File: src/rtl/seq_lut_pkg.sv
// seq_lut_pkg: shared definitions for the sequencer command LUT loader.
//   - field LSB/width localparams of a 37-bit LUT entry
//   - lut_entry_t    packed view of one entry
//   - loader_state_e loader FSM encoding
//   - err_code_e     values reported on error_code_o
//   - checksum_add   32-bit wrap-around accumulation of a 29-bit LUT word
package seq_lut_pkg;

   localparam int ENTRY_W      = 37;
   localparam int ENTRY_BYTES  = 5;
   localparam int STATE_LSB    = 0;
   localparam int STATE_W      = 3;
   localparam int REPEAT_LSB   = 3;
   localparam int REPEAT_W     = 8;
   localparam int LENGTH_LSB   = 11;
   localparam int LENGTH_W     = 16;
   localparam int EOF_BIT      = 27;
   localparam int SOF_BIT      = 28;
   localparam int NEXT_LSB     = 29;
   localparam int NEXT_W       = 8;
   localparam int READBACK_W   = 29;

   typedef struct packed {
      logic [NEXT_W-1:0]   next_addr;
      logic                sof;
      logic                eof;
      logic [LENGTH_W-1:0] length;
      logic [REPEAT_W-1:0] rpt;
      logic [STATE_W-1:0]  state;
   } lut_entry_t;

   typedef enum logic [3:0] {
      ST_IDLE    = 4'd0,
      ST_COLLECT = 4'd1,
      ST_WRITE   = 4'd2,
      ST_REWIND  = 4'd3,
      ST_READ    = 4'd4,
      ST_DRAIN   = 4'd5,
      ST_FINISH  = 4'd6,
      ST_DONE    = 4'd7,
      ST_ERROR   = 4'd8
   } loader_state_e;

   typedef enum logic [2:0] {
      ERR_NONE      = 3'd0,
      ERR_RESERVED  = 3'd1,
      ERR_TIMEOUT   = 3'd2,
      ERR_VERIFY    = 3'd3,
      ERR_NEXT_ADDR = 3'd4,
      ERR_COUNT     = 3'd5
   } err_code_e;

   // Checksum over the readback-visible part of an entry, modulo 2^32.
   function automatic logic [31:0] checksum_add(input logic [31:0] sum,
                                                input logic [READBACK_W-1:0] word);
      return sum + {3'b000, word};
   endfunction

endpackage

File: src/rtl/seq_lut_entry_assembler.sv
// seq_lut_entry_assembler: collects 5 little-endian host bytes into one LUT entry.
// The fifth byte is combined combinationally so the loader can decide and write
// on the very edge that accepts it (5 accept cycles + 1 write cycle per entry).
// Ports:
//   clk, reset_i      clock, asynchronous active-high reset
//   clear_i           drop any partial entry (new load accepted)
//   byte_fire_i       byte_data_i is transferred this cycle
//   byte_data_i       host byte
//   entry_valid_o     fifth byte of an entry transferred this cycle
//   entry_o           assembled entry, meaningful while entry_valid_o
//   rsvd_err_o        fifth byte has nonzero bits [7:5]
module seq_lut_entry_assembler
   import seq_lut_pkg::*;
(
   input  logic       clk,
   input  logic       reset_i,
   input  logic       clear_i,
   input  logic       byte_fire_i,
   input  logic [7:0] byte_data_i,
   output logic       entry_valid_o,
   output lut_entry_t entry_o,
   output logic       rsvd_err_o
);

   logic [2:0]  byte_cnt_r;
   logic [31:0] shift_r;
   logic [39:0] assembled_s;

   // Bytes shift in from the top so byte0 ends up in [7:0] after four transfers.
   always_ff @(posedge clk or posedge reset_i) begin
      if (reset_i) begin
         byte_cnt_r <= 3'd0;
         shift_r    <= 32'd0;
      end else if (clear_i) begin
         byte_cnt_r <= 3'd0;
         shift_r    <= 32'd0;
      end else if (byte_fire_i) begin
         byte_cnt_r <= (byte_cnt_r == 3'(ENTRY_BYTES - 1)) ? 3'd0 : byte_cnt_r + 3'd1;
         shift_r    <= {byte_data_i, shift_r[31:8]};
      end else begin
         byte_cnt_r <= byte_cnt_r;
         shift_r    <= shift_r;
      end
   end

   assign assembled_s   = {byte_data_i, shift_r};
   assign entry_valid_o = byte_fire_i && (byte_cnt_r == 3'(ENTRY_BYTES - 1));
   assign entry_o       = assembled_s[ENTRY_W-1:0];
   assign rsvd_err_o    = entry_valid_o && (assembled_s[39:ENTRY_W] != 3'b000);

endmodule

File: src/rtl/seq_lut_loader.sv
// seq_lut_loader: host-side writer for the sequencer command LUT.
// Takes a valid/ready byte stream, assembles 37-bit entries, validates them,
// writes them to the sequencer and raises config_done_o once the table is in.
// Build option: define SEQ_LUT_VERIFY_EN to read the table back after loading
// and compare a 32-bit checksum of the written and read words.
// Ports:
//   clk, reset_i              clock, asynchronous active-high reset
//   start_i, entry_count_i    start a load of entry_count_i entries (1..LUT_DEPTH)
//   byte_data_i/valid/ready   host byte stream, transfer when valid && ready
//   lut_wen_o/write_data_o    LUT write port, one strobe per entry
//   lut_rden_o/read_data_i    LUT readback (verify builds only)
//   seq_reset_o               rewinds the sequencer LUT address (verify builds only)
//   config_done_o, busy_o     table loaded / load in progress
//   done_o                    one-cycle pulse on success
//   error_o, error_code_o     sticky error and its cause until next accepted start
//   entries_written_o         write strobes issued in the current load
module seq_lut_loader
   import seq_lut_pkg::*;
#(
   parameter int BYTE_TIMEOUT = 1000,
   parameter int LUT_DEPTH    = 256
) (
   input  logic                  clk,
   input  logic                  reset_i,
   input  logic                  start_i,
   input  logic [8:0]            entry_count_i,
   input  logic [7:0]            byte_data_i,
   input  logic                  byte_valid_i,
   output logic                  byte_ready_o,
   output logic                  lut_wen_o,
   output logic [ENTRY_W-1:0]    lut_write_data_o,
   output logic                  lut_rden_o,
   input  logic [READBACK_W-1:0] lut_read_data_i,
   output logic                  seq_reset_o,
   output logic                  config_done_o,
   output logic                  busy_o,
   output logic                  done_o,
   output logic                  error_o,
   output logic [2:0]            error_code_o,
   output logic [8:0]            entries_written_o
);

   localparam int TMR_W = $clog2(BYTE_TIMEOUT + 1);

   loader_state_e    state_r, state_nxt_s;
   err_code_e        err_det_s, err_code_r, err_code_nxt_s;
   logic             start_acc_s, byte_fire_s, entry_valid_s, rsvd_err_s;
   lut_entry_t       entry_s, lut_data_r;
   logic [8:0]       count_r, entries_written_r;
   logic [TMR_W-1:0] idle_cnt_r;
   logic byte_ready_r, lut_wen_r, config_done_r, busy_r, done_r, error_r;
   logic byte_ready_nxt_s, lut_wen_nxt_s, config_done_nxt_s, busy_nxt_s, done_nxt_s, error_nxt_s;

   assign start_acc_s = start_i && ((state_r == ST_IDLE) || (state_r == ST_DONE) || (state_r == ST_ERROR));
   assign byte_fire_s = byte_valid_i && byte_ready_r;

   seq_lut_entry_assembler u_asm (
      .clk           (clk),
      .reset_i       (reset_i),
      .clear_i       (start_acc_s),
      .byte_fire_i   (byte_fire_s),
      .byte_data_i   (byte_data_i),
      .entry_valid_o (entry_valid_s),
      .entry_o       (entry_s),
      .rsvd_err_o    (rsvd_err_s)
   );

`ifdef SEQ_LUT_VERIFY_EN
   logic        lut_rden_r, seq_reset_r, rden_q_r, lut_rden_nxt_s, seq_reset_nxt_s;
   logic [8:0]  read_cnt_r;
   logic [31:0] sum_w_r, sum_r_r, sum_final_s;

   // Final readback word arrives during DRAIN and is folded in before comparing.
   assign sum_final_s = checksum_add(sum_r_r, lut_read_data_i);
`endif

   // Next-state logic; err_det_s names the cause whenever the FSM enters ERROR.
   always_comb begin
      state_nxt_s = state_r;
      err_det_s   = ERR_NONE;
      case (state_r)
         ST_IDLE, ST_DONE, ST_ERROR: begin
            if (start_i) begin
               if ((entry_count_i == 9'd0) || (entry_count_i > 9'(LUT_DEPTH))) begin
                  state_nxt_s = ST_ERROR;
                  err_det_s   = ERR_COUNT;
               end else begin
                  state_nxt_s = ST_COLLECT;
               end
            end else begin
               state_nxt_s = state_r;
            end
         end
         ST_COLLECT: begin
            if (entry_valid_s) begin
               if (rsvd_err_s) begin
                  state_nxt_s = ST_ERROR;
                  err_det_s   = ERR_RESERVED;
               end else if ({1'b0, entry_s.next_addr} >= count_r) begin
                  state_nxt_s = ST_ERROR;
                  err_det_s   = ERR_NEXT_ADDR;
               end else begin
                  state_nxt_s = ST_WRITE;
               end
            end else if (!byte_fire_s && (idle_cnt_r == TMR_W'(BYTE_TIMEOUT - 1))) begin
               state_nxt_s = ST_ERROR;
               err_det_s   = ERR_TIMEOUT;
            end else begin
               state_nxt_s = ST_COLLECT;
            end
         end
         ST_WRITE: begin
            if (entries_written_r == count_r) begin
`ifdef SEQ_LUT_VERIFY_EN
               state_nxt_s = ST_REWIND;
`else
               state_nxt_s = ST_FINISH;
`endif
            end else begin
               state_nxt_s = ST_COLLECT;
            end
         end
`ifdef SEQ_LUT_VERIFY_EN
         ST_REWIND: state_nxt_s = ST_READ;
         ST_READ: begin
            if (read_cnt_r == (count_r - 9'd1)) begin
               state_nxt_s = ST_DRAIN;
            end else begin
               state_nxt_s = ST_READ;
            end
         end
         ST_DRAIN: begin
            if (sum_final_s != sum_w_r) begin
               state_nxt_s = ST_ERROR;
               err_det_s   = ERR_VERIFY;
            end else begin
               state_nxt_s = ST_FINISH;
            end
         end
`endif
         ST_FINISH: state_nxt_s = ST_DONE;
         default:   state_nxt_s = ST_IDLE;
      endcase
   end

   // Output decode from the next state so every output is a plain register.
   always_comb begin
      byte_ready_nxt_s = (state_nxt_s == ST_COLLECT);
      lut_wen_nxt_s    = (state_nxt_s == ST_WRITE);
      done_nxt_s       = (state_nxt_s == ST_FINISH);
      busy_nxt_s       = !((state_nxt_s == ST_IDLE) || (state_nxt_s == ST_DONE) ||
                           (state_nxt_s == ST_ERROR));
`ifdef SEQ_LUT_VERIFY_EN
      lut_rden_nxt_s   = (state_nxt_s == ST_READ);
      seq_reset_nxt_s  = (state_nxt_s == ST_REWIND);
`endif
      if (state_nxt_s == ST_FINISH) begin
         config_done_nxt_s = 1'b1;
      end else if (start_acc_s) begin
         config_done_nxt_s = 1'b0;
      end else begin
         config_done_nxt_s = config_done_r;
      end
      // A bad count on the accepting start must win over the clear.
      if (err_det_s != ERR_NONE) begin
         error_nxt_s    = 1'b1;
         err_code_nxt_s = err_det_s;
      end else if (start_acc_s) begin
         error_nxt_s    = 1'b0;
         err_code_nxt_s = ERR_NONE;
      end else begin
         error_nxt_s    = error_r;
         err_code_nxt_s = err_code_r;
      end
   end

   // State register and registered outputs.
   always_ff @(posedge clk or posedge reset_i) begin
      if (reset_i) begin
         state_r       <= ST_IDLE;
         byte_ready_r  <= 1'b0;
         lut_wen_r     <= 1'b0;
         config_done_r <= 1'b0;
         busy_r        <= 1'b0;
         done_r        <= 1'b0;
         error_r       <= 1'b0;
         err_code_r    <= ERR_NONE;
      end else begin
         state_r       <= state_nxt_s;
         byte_ready_r  <= byte_ready_nxt_s;
         lut_wen_r     <= lut_wen_nxt_s;
         config_done_r <= config_done_nxt_s;
         busy_r        <= busy_nxt_s;
         done_r        <= done_nxt_s;
         error_r       <= error_nxt_s;
         err_code_r    <= err_code_nxt_s;
      end
   end

   // Load bookkeeping: count, idle timer, write data and write counter.
   always_ff @(posedge clk or posedge reset_i) begin
      if (reset_i) begin
         count_r           <= 9'd0;
         idle_cnt_r        <= '0;
         lut_data_r        <= '0;
         entries_written_r <= 9'd0;
      end else begin
         if (start_acc_s) begin
            count_r <= entry_count_i;
         end else begin
            count_r <= count_r;
         end
         // Only cycles spent waiting for a byte in COLLECT count toward the timeout.
         if (start_acc_s || byte_fire_s) begin
            idle_cnt_r <= '0;
         end else if (state_r == ST_COLLECT) begin
            idle_cnt_r <= idle_cnt_r + TMR_W'(1);
         end else begin
            idle_cnt_r <= idle_cnt_r;
         end
         if (start_acc_s) begin
            entries_written_r <= 9'd0;
            lut_data_r        <= lut_data_r;
         end else if (state_nxt_s == ST_WRITE) begin
            entries_written_r <= entries_written_r + 9'd1;
            lut_data_r        <= entry_s;
         end else begin
            entries_written_r <= entries_written_r;
            lut_data_r        <= lut_data_r;
         end
      end
   end

`ifdef SEQ_LUT_VERIFY_EN
   // Readback sequencing and the written/read checksums.
   always_ff @(posedge clk or posedge reset_i) begin
      if (reset_i) begin
         lut_rden_r  <= 1'b0;
         seq_reset_r <= 1'b0;
         rden_q_r    <= 1'b0;
         read_cnt_r  <= 9'd0;
         sum_w_r     <= 32'd0;
         sum_r_r     <= 32'd0;
      end else begin
         lut_rden_r  <= lut_rden_nxt_s;
         seq_reset_r <= seq_reset_nxt_s;
         rden_q_r    <= lut_rden_r;
         if (state_r == ST_REWIND) begin
            read_cnt_r <= 9'd0;
         end else if (state_r == ST_READ) begin
            read_cnt_r <= read_cnt_r + 9'd1;
         end else begin
            read_cnt_r <= read_cnt_r;
         end
         if (start_acc_s) begin
            sum_w_r <= 32'd0;
         end else if (state_nxt_s == ST_WRITE) begin
            sum_w_r <= checksum_add(sum_w_r, entry_s[READBACK_W-1:0]);
         end else begin
            sum_w_r <= sum_w_r;
         end
         // Read data is valid the cycle after each rden strobe.
         if (start_acc_s) begin
            sum_r_r <= 32'd0;
         end else if (rden_q_r) begin
            sum_r_r <= sum_final_s;
         end else begin
            sum_r_r <= sum_r_r;
         end
      end
   end

   assign lut_rden_o  = lut_rden_r;
   assign seq_reset_o = seq_reset_r;
`else
   logic unused_rd_s;
   assign unused_rd_s = ^lut_read_data_i;
   assign lut_rden_o  = 1'b0;
   assign seq_reset_o = 1'b0;
`endif

   assign byte_ready_o      = byte_ready_r;
   assign lut_wen_o         = lut_wen_r;
   assign lut_write_data_o  = lut_data_r;
   assign config_done_o     = config_done_r;
   assign busy_o            = busy_r;
   assign done_o            = done_r;
   assign error_o           = error_r;
   assign error_code_o      = err_code_r;
   assign entries_written_o = entries_written_r;

endmodule

File: config.mk
export PLATFORM = sky130hd
export DESIGN_NAME = seq_lut_loader
export DESIGN_NICKNAME = d
export VERILOG_FILES = /design/src/rtl/seq_lut_pkg.sv /design/src/rtl/seq_lut_entry_assembler.sv /design/src/rtl/seq_lut_loader.sv
export SDC_FILE = /design/constraint.sdc
export NUM_CORES = 1
export LEC_CHECK = 0
export BUFFER_PORTS_ARGS = -buffer_cell sky130_fd_sc_hd__buf_4
export CORE_MARGIN = 2
export CORE_UTILIZATION = 54
export CTS_CLUSTER_DIAMETER = 200
export DETAILED_ROUTE_END_ITERATION = 10
export GPL_TIMING_DRIVEN = 1
export MAX_ROUTING_LAYER = met4
export PLACE_DENSITY = 0.86
export REMOVE_ABC_BUFFERS = 1
export SETUP_SLACK_MARGIN = 0.1
export SLEW_MARGIN = 40
export SYNTH_ARGS = -nofsm -noshare
export SYNTH_HDL_FRONTEND = slang
export SYNTH_SLANG_ARGS = --single-unit
File: constraint.sdc
create_clock -name clk -period 5.4 [get_ports clk]
set_input_delay 1.08 -clock clk [delete_from_list [all_inputs] [get_ports clk]]
set_output_delay 1.08 -clock clk [all_outputs]
set_load 0.05 [all_outputs]
# Yosys cells after proc, flatten, opt, wreduce, memory -nomap -nowiden
# Index checks and enable logic that the tools add are counted.
op_classes:
  magnitude_cmp: 2
  add_sub_neg: 3
  eq_ne: 13
  bitwise_logic: 1
  n_mux: 29
  n_reduce_logical: 25
op_table:
  columns: ["cell", "count"]
  rows:
  - ["$mux W32", 2]
  - ["$mux W3", 11]
  - ["$mux W4", 6]
  - ["$mux W10", 2]
  - ["$mux W9", 2]
  - ["$eq A4 B3 Y1 const B", 4]
  - ["$pmux W4 S4", 1]
  - ["$add A10 B1 Y10 const B", 1]
  - ["$eq A10 B10 Y1 const B", 1]
  - ["$reduce_bool A2 Y1", 5]
  - ["$add A9 B1 Y9 const B", 1]
  - ["$eq A9 B9 Y1", 1]
  - ["$ge A8 B9 Y1", 1]
  - ["$gt A9 B9 Y1 const B", 1]
  - ["$logic_not A9 Y1", 1]
  - ["$eq A4 B1 Y1 const B", 2]
  - ["$eq A4 B2 Y1 const B", 2]
  - ["$eq A4 B4 Y1 const B", 2]
  - ["$logic_not A4 Y1", 2]
  - ["$logic_or A1 B1 Y1", 6]
  - ["$pmux W3 S2", 1]
  - ["$reduce_bool A3 Y1", 2]
  - ["$logic_and A1 B1 Y1", 5]
  - ["$add A3 B1 Y3 const B", 1]
  - ["other kinds (7)", 10]
word_totals:
  wordCells: 92
  ff_bits: 113
  inputBits: 50

# Longest topological paths before layout
logic_depth:
  word_depth: 10
  ltp_mapped: 10

# Cells and area by module
# A second synthesis with hierarchy kept.
hier_totals:
  hier_cells: 522
  hier_area_um2: 5227.5
modules_own_cells:
  columns: ["mod", "instances", "area_each_um2", "cells_each"]
  rows:
  - ["seq_lut_loader", 1, 3701.0, 393]
  - ["seq_lut_entry_assembler", 1, 1526.5, 129]

# Worst setup path before layout
# OpenSTA, ideal clock, no wires.
synth_path:
  path_type: "input-to-reg"
  from: "input byte_data_i[4]"
  to: "register entries_written_r[8], in the netlist entries_written_o[8]"
  stages: 8
  setup_slack_ns: 2.712
  setup_time_ns: 0.126
  arrival_time_ns: 2.562
  t_required_ns: 5.274
  cell_sequence: "ha_1 > nand4b_1 > or2_2 > o21a_1 > nand3_4 > inv_2 > and3_1 > a311o_1"
synth_via:
  elab_chain_cells: 7
synth_rtl:
  columns: ["item", "line_no", "text"]
  rows:
  - ["start, declared", "seq_lut_loader.sv:27", "input logic [7:0] byte_data_i,"]
  - ["$ge A8 B9 Y1", "seq_lut_loader.sv:99", "end else if ({1'b0, entry_s.next_addr} >= count_r) begin"]
  - ["$mux W4", "seq_lut_loader.sv:99", null]
  - ["$mux W4", "seq_lut_loader.sv:96", "if (rsvd_err_s) begin"]
  - ["$mux W4", "seq_lut_loader.sv:95", "if (entry_valid_s) begin"]
  - ["$pmux W4 S4", "seq_lut_loader.sv:81", "case (state_r)"]
  - ["$eq A4 B2 Y1", "seq_lut_loader.sv:224", "end else if (state_nxt_s == ST_WRITE) begin"]
  - ["$reduce_bool A2 Y1 (no line)", null, null]
  - ["end signal, assigned", "seq_lut_loader.sv:225", "entries_written_r <= entries_written_r + 9'd1;"]
  - ["end signal, assigned", "seq_lut_loader.sv:228", "entries_written_r <= entries_written_r;"]
  - ["end, declared", "seq_lut_loader.sv:49", "logic [8:0] count_r, entries_written_r;"]
# No other way between the ends.
# A chain may end at the register's enable or synchronous reset.

# Worst setup path in the final report
layout_path:
  from: "input byte_data_i[3]"
  to: "register entries_written_r[2], in the netlist entries_written_o[2]"
# Same word-level chain as after synthesis.

==> out/qor.txt <==
Area of the die: 0.0101 mm2
Largest net degree at the start of global routing: 76
Crit path max fanout: 53
Distinct cell type count after synthesis: 48
Leading area contributor after synthesis: dfrtp_1
CTS tree: built
Endpoints failing hold: 0
Peak supply drop: 0.317 mV
Num Clock Sinks: 113
Sequential area share after synthesis: 56.1%
Height of the die: 101 um
FILL cells: 671
Outcome: complete, no violations
Vias in the first global route: 4063
Most frequent cell after synthesis: nand2_1
CP Cell Sequence: buf_4, ha_1, a211oi_1, o32a_1, o21a_1, nand3_4, inv_2, buf_4, nand2_1, mux2i_1
Post-CTS Setup Repair Bufs: 0
Hold crit path type: flip-flop to flip-flop
Final Cycle Share: 58.5%
Vias: 4201
# resized after CTS: 0
Number of nets with antenna violations after routing: 0
Clk root buf: clkbuf_8
EDFF count, synth: 0
Bufs and invs on worst path: 3
Routability cong.: 0.925
Hold_ws: 466 ps
Final slew viol count: 0
Initial antenna violation count: 0
Final setup fails: 0
Drt drc: 0
DR WL/cell: 15.9 um
Post-synth top cells: nand2_1 (209), dfrtp_1 (113), a21oi_1 (40)
Setup TNS: 0 ps
Critical Path Most Common Cell: buf_4
H-tree level count: 4
Clock-pin slew on the worst setup and hold paths: 60 ps
P per Cell Area: 448 mW/mm2
Area fraction of the dominant cell type after synthesis: 56.1%
Relative slew slack: 56.6%
CP Capture Type: flip-flop
Crit path max-delay cell type: nand3_4
Syn-to-layout area delta: 24.3%
Top Ports: 107
CTS Buf Count: 17
Critical path arrival: 3600 ps
N_diodes: 0
Clk_skew: 7.98 ps
Sw power: 911 uW
Max incr delay on CP: 490 ps
Hold buffers post-CTS: 0
Initial Util: 55.1%
Sequential Power Share: 38.4%
Tmin final: 3160 ps
RSZ-0062 raised after global routing: no
Avg Inst Size Synth: 9.20 um2
Std cell rows: 35
Cell-internal power: 1900 uW
WP data required: 5850 ps
Max frequency: 317 MHz
DR pass1 iterations: 5
Combinational group share of total power: 21.8%
Final WL: 11800 um
Yosys reg bits: 113
Placed cells: 714
Vias per cell: 5.63
Layout cells sized above 1: 20.0%
Non-Filler Instances: 746
Clk_lat worst skew: 520 ps
Clock power frac: 39.7%
Yosys warns: 0
Max_cap viols: 0
Die W: 101 um
First-pass GRT wire length: 19600 um
Post-Syn Instances: 548
Post-synth top flop: dfrtp_1
Overall Power: 2810 uW
Switching Share: 32.4%
Count of nets after finishing: 684
Critical Path Source Type: input port
Initial DRC count: 287
Leakage: 0.00316 uW
Grt ovf: 0
HPWL Detailed: 7150 um
GRT Util Overall: 25.9%
CP Class: input port to flip-flop
CP top delay family: buffers and inverters
Synth top area cells: dfrtp_1 (56%), nand2_1 (16%), a21oi_1 (4.0%), ha_1 (3.0%), xnor2_1 (2.3%)
CTS Buffer Depth: 2
Worst-margin pin slew: 651 ps
Asr flop ratio synth: 100%
Core area: 0.00915 mm2
Post-Syn Area: 0.00504 mm2
# port buffers: 75
[worst register-to-register path: cells and delay by family (launching register included)]
kind                     cells  cell delay [ps]
buffers and inverters        3              800
adder cells (fa/ha/maj)      1              300
AND/OR/NAND/NOR              2              590
AO/OA/AOI/OAI                3              640
flip-flops                   1              370
multiplexers                 1              130
[path summary, 6_finish.rpt]
kind	from	to	slack, ps	cells after the start
hold / removal	u_asm.shift_r[2]	lut_write_data_o[2]	470	2
setup reg to reg	count_r[6]	entries_written_o[2]	2490	10
hold reg to reg	u_asm.shift_r[2]	lut_write_data_o[2]	470	2
max in group asynchronous	reset_i	lut_wen_o	3800	3
min in group asynchronous	reset_i	lut_write_data_o[22]	660	2
setup / recovery	byte_data_i[3]	entries_written_o[2]	2240	10
[logic make-up (layout without fill, tap and decap cells)]
family / after synthesis / in the layout / share of synthesized area [%]
xor+xnor: 19 / 19 / 3.30
fa+ha+maj: 12 / 12 / 2.98
simple gates: 281 / 281 / 24.1
mux: 8 / 8 / 1.69
compound gates: 75 / 75 / 8.41
buf+inv: 39 / 125 / 3.37
flops: 113 / 113 / 56.1
other cells: 1 / 2 / 0.0744
[per-stage QoR]
stage / area, um2 / setup slack (ps) / utilization [%]
after global placement: 5670 / 1810 / 61.9
after detailed placement: 5680 / 1730 / 62.0
final: 6270 / 2240 / 68.5
after CTS: 6270 / 2250 / 68.5
after floorplan: 4930 / 1330 / -
after global routing: 6270 / 2060 / 68.5
[registers in the layout, indices dropped and copies added (netlist names)]
| name | count |
|---|---|
| done_o | 1 |
| config_done_o | 1 |
| u_asm.byte_cnt_r | 3 |
| count_r | 9 |
| idle_cnt_r | 10 |
| byte_ready_o | 1 |
| entries_written_o | 9 |
| busy_o | 1 |
| lut_wen_o | 1 |
| state_r | 4 |
| error_code_o | 3 |
| u_asm.shift_r | 32 |
| error_o | 1 |
| lut_write_data_o | 37 |
[final cells by class]
| cell class | count | area [um2] | share of cell area (%) |
|---|---|---|---|
| flip-flops and latches | 113 | 2830 | 45.1 |
| multi-input cells | 397 | 2060 | 32.9 |
| repair buffers | 79 | 593 | 9.46 |
| clock buffers | 19 | 432 | 6.88 |
| clock inverters | 13 | 160 | 2.55 |
| well taps | 111 | 139 | 2.22 |
| inverters | 14 | 57.6 | 0.918 |
[metal layers]
layer | global-route usage (%) | vias to the layer above | share of wire [%]
met4 | 9.59 | 0 | 2.1
met3 | 6.59 | 28 | 6.0
met5 | - | - | 0
li1 | - | 1953 | -
met1 | 32.4 | 2062 | 41
met2 | 40.9 | 158 | 51
[layout by cell type, fill, tap and decap left out, types with 3 or more instances in the layout]
master / instances
inv_1: 12
a31oi_1: 4
nor2_1: 17
mux2_2: 4
clkbuf_16: 16
buf_4: 79
and3_1: 5
o21ai_0: 17
mux2i_1: 4
or3_1: 3
nand3_1: 14
a211oi_1: 3
dfrtp_1: 113
nand4_1: 6
clkinv_2: 4
nor3_1: 6
inv_6: 3
bufinv_16: 3
a21oi_1: 40
ha_1: 12
xnor2_1: 13
nand2_1: 209
xor2_1: 6
[power by group through the flow]
stage / Combinational [uW] / Clock, uW / Sequential [uW]
finish: 613 / 1120 / 1080
global route: 680 / 1170 / 1090
CTS: 614 / 1120 / 1080
detailed placement: 600 / 0 / 1080
global placement: 571 / 0 / 1080
floorplan: 365 / 0 / 1130
(Power assumes the default switching activity.)
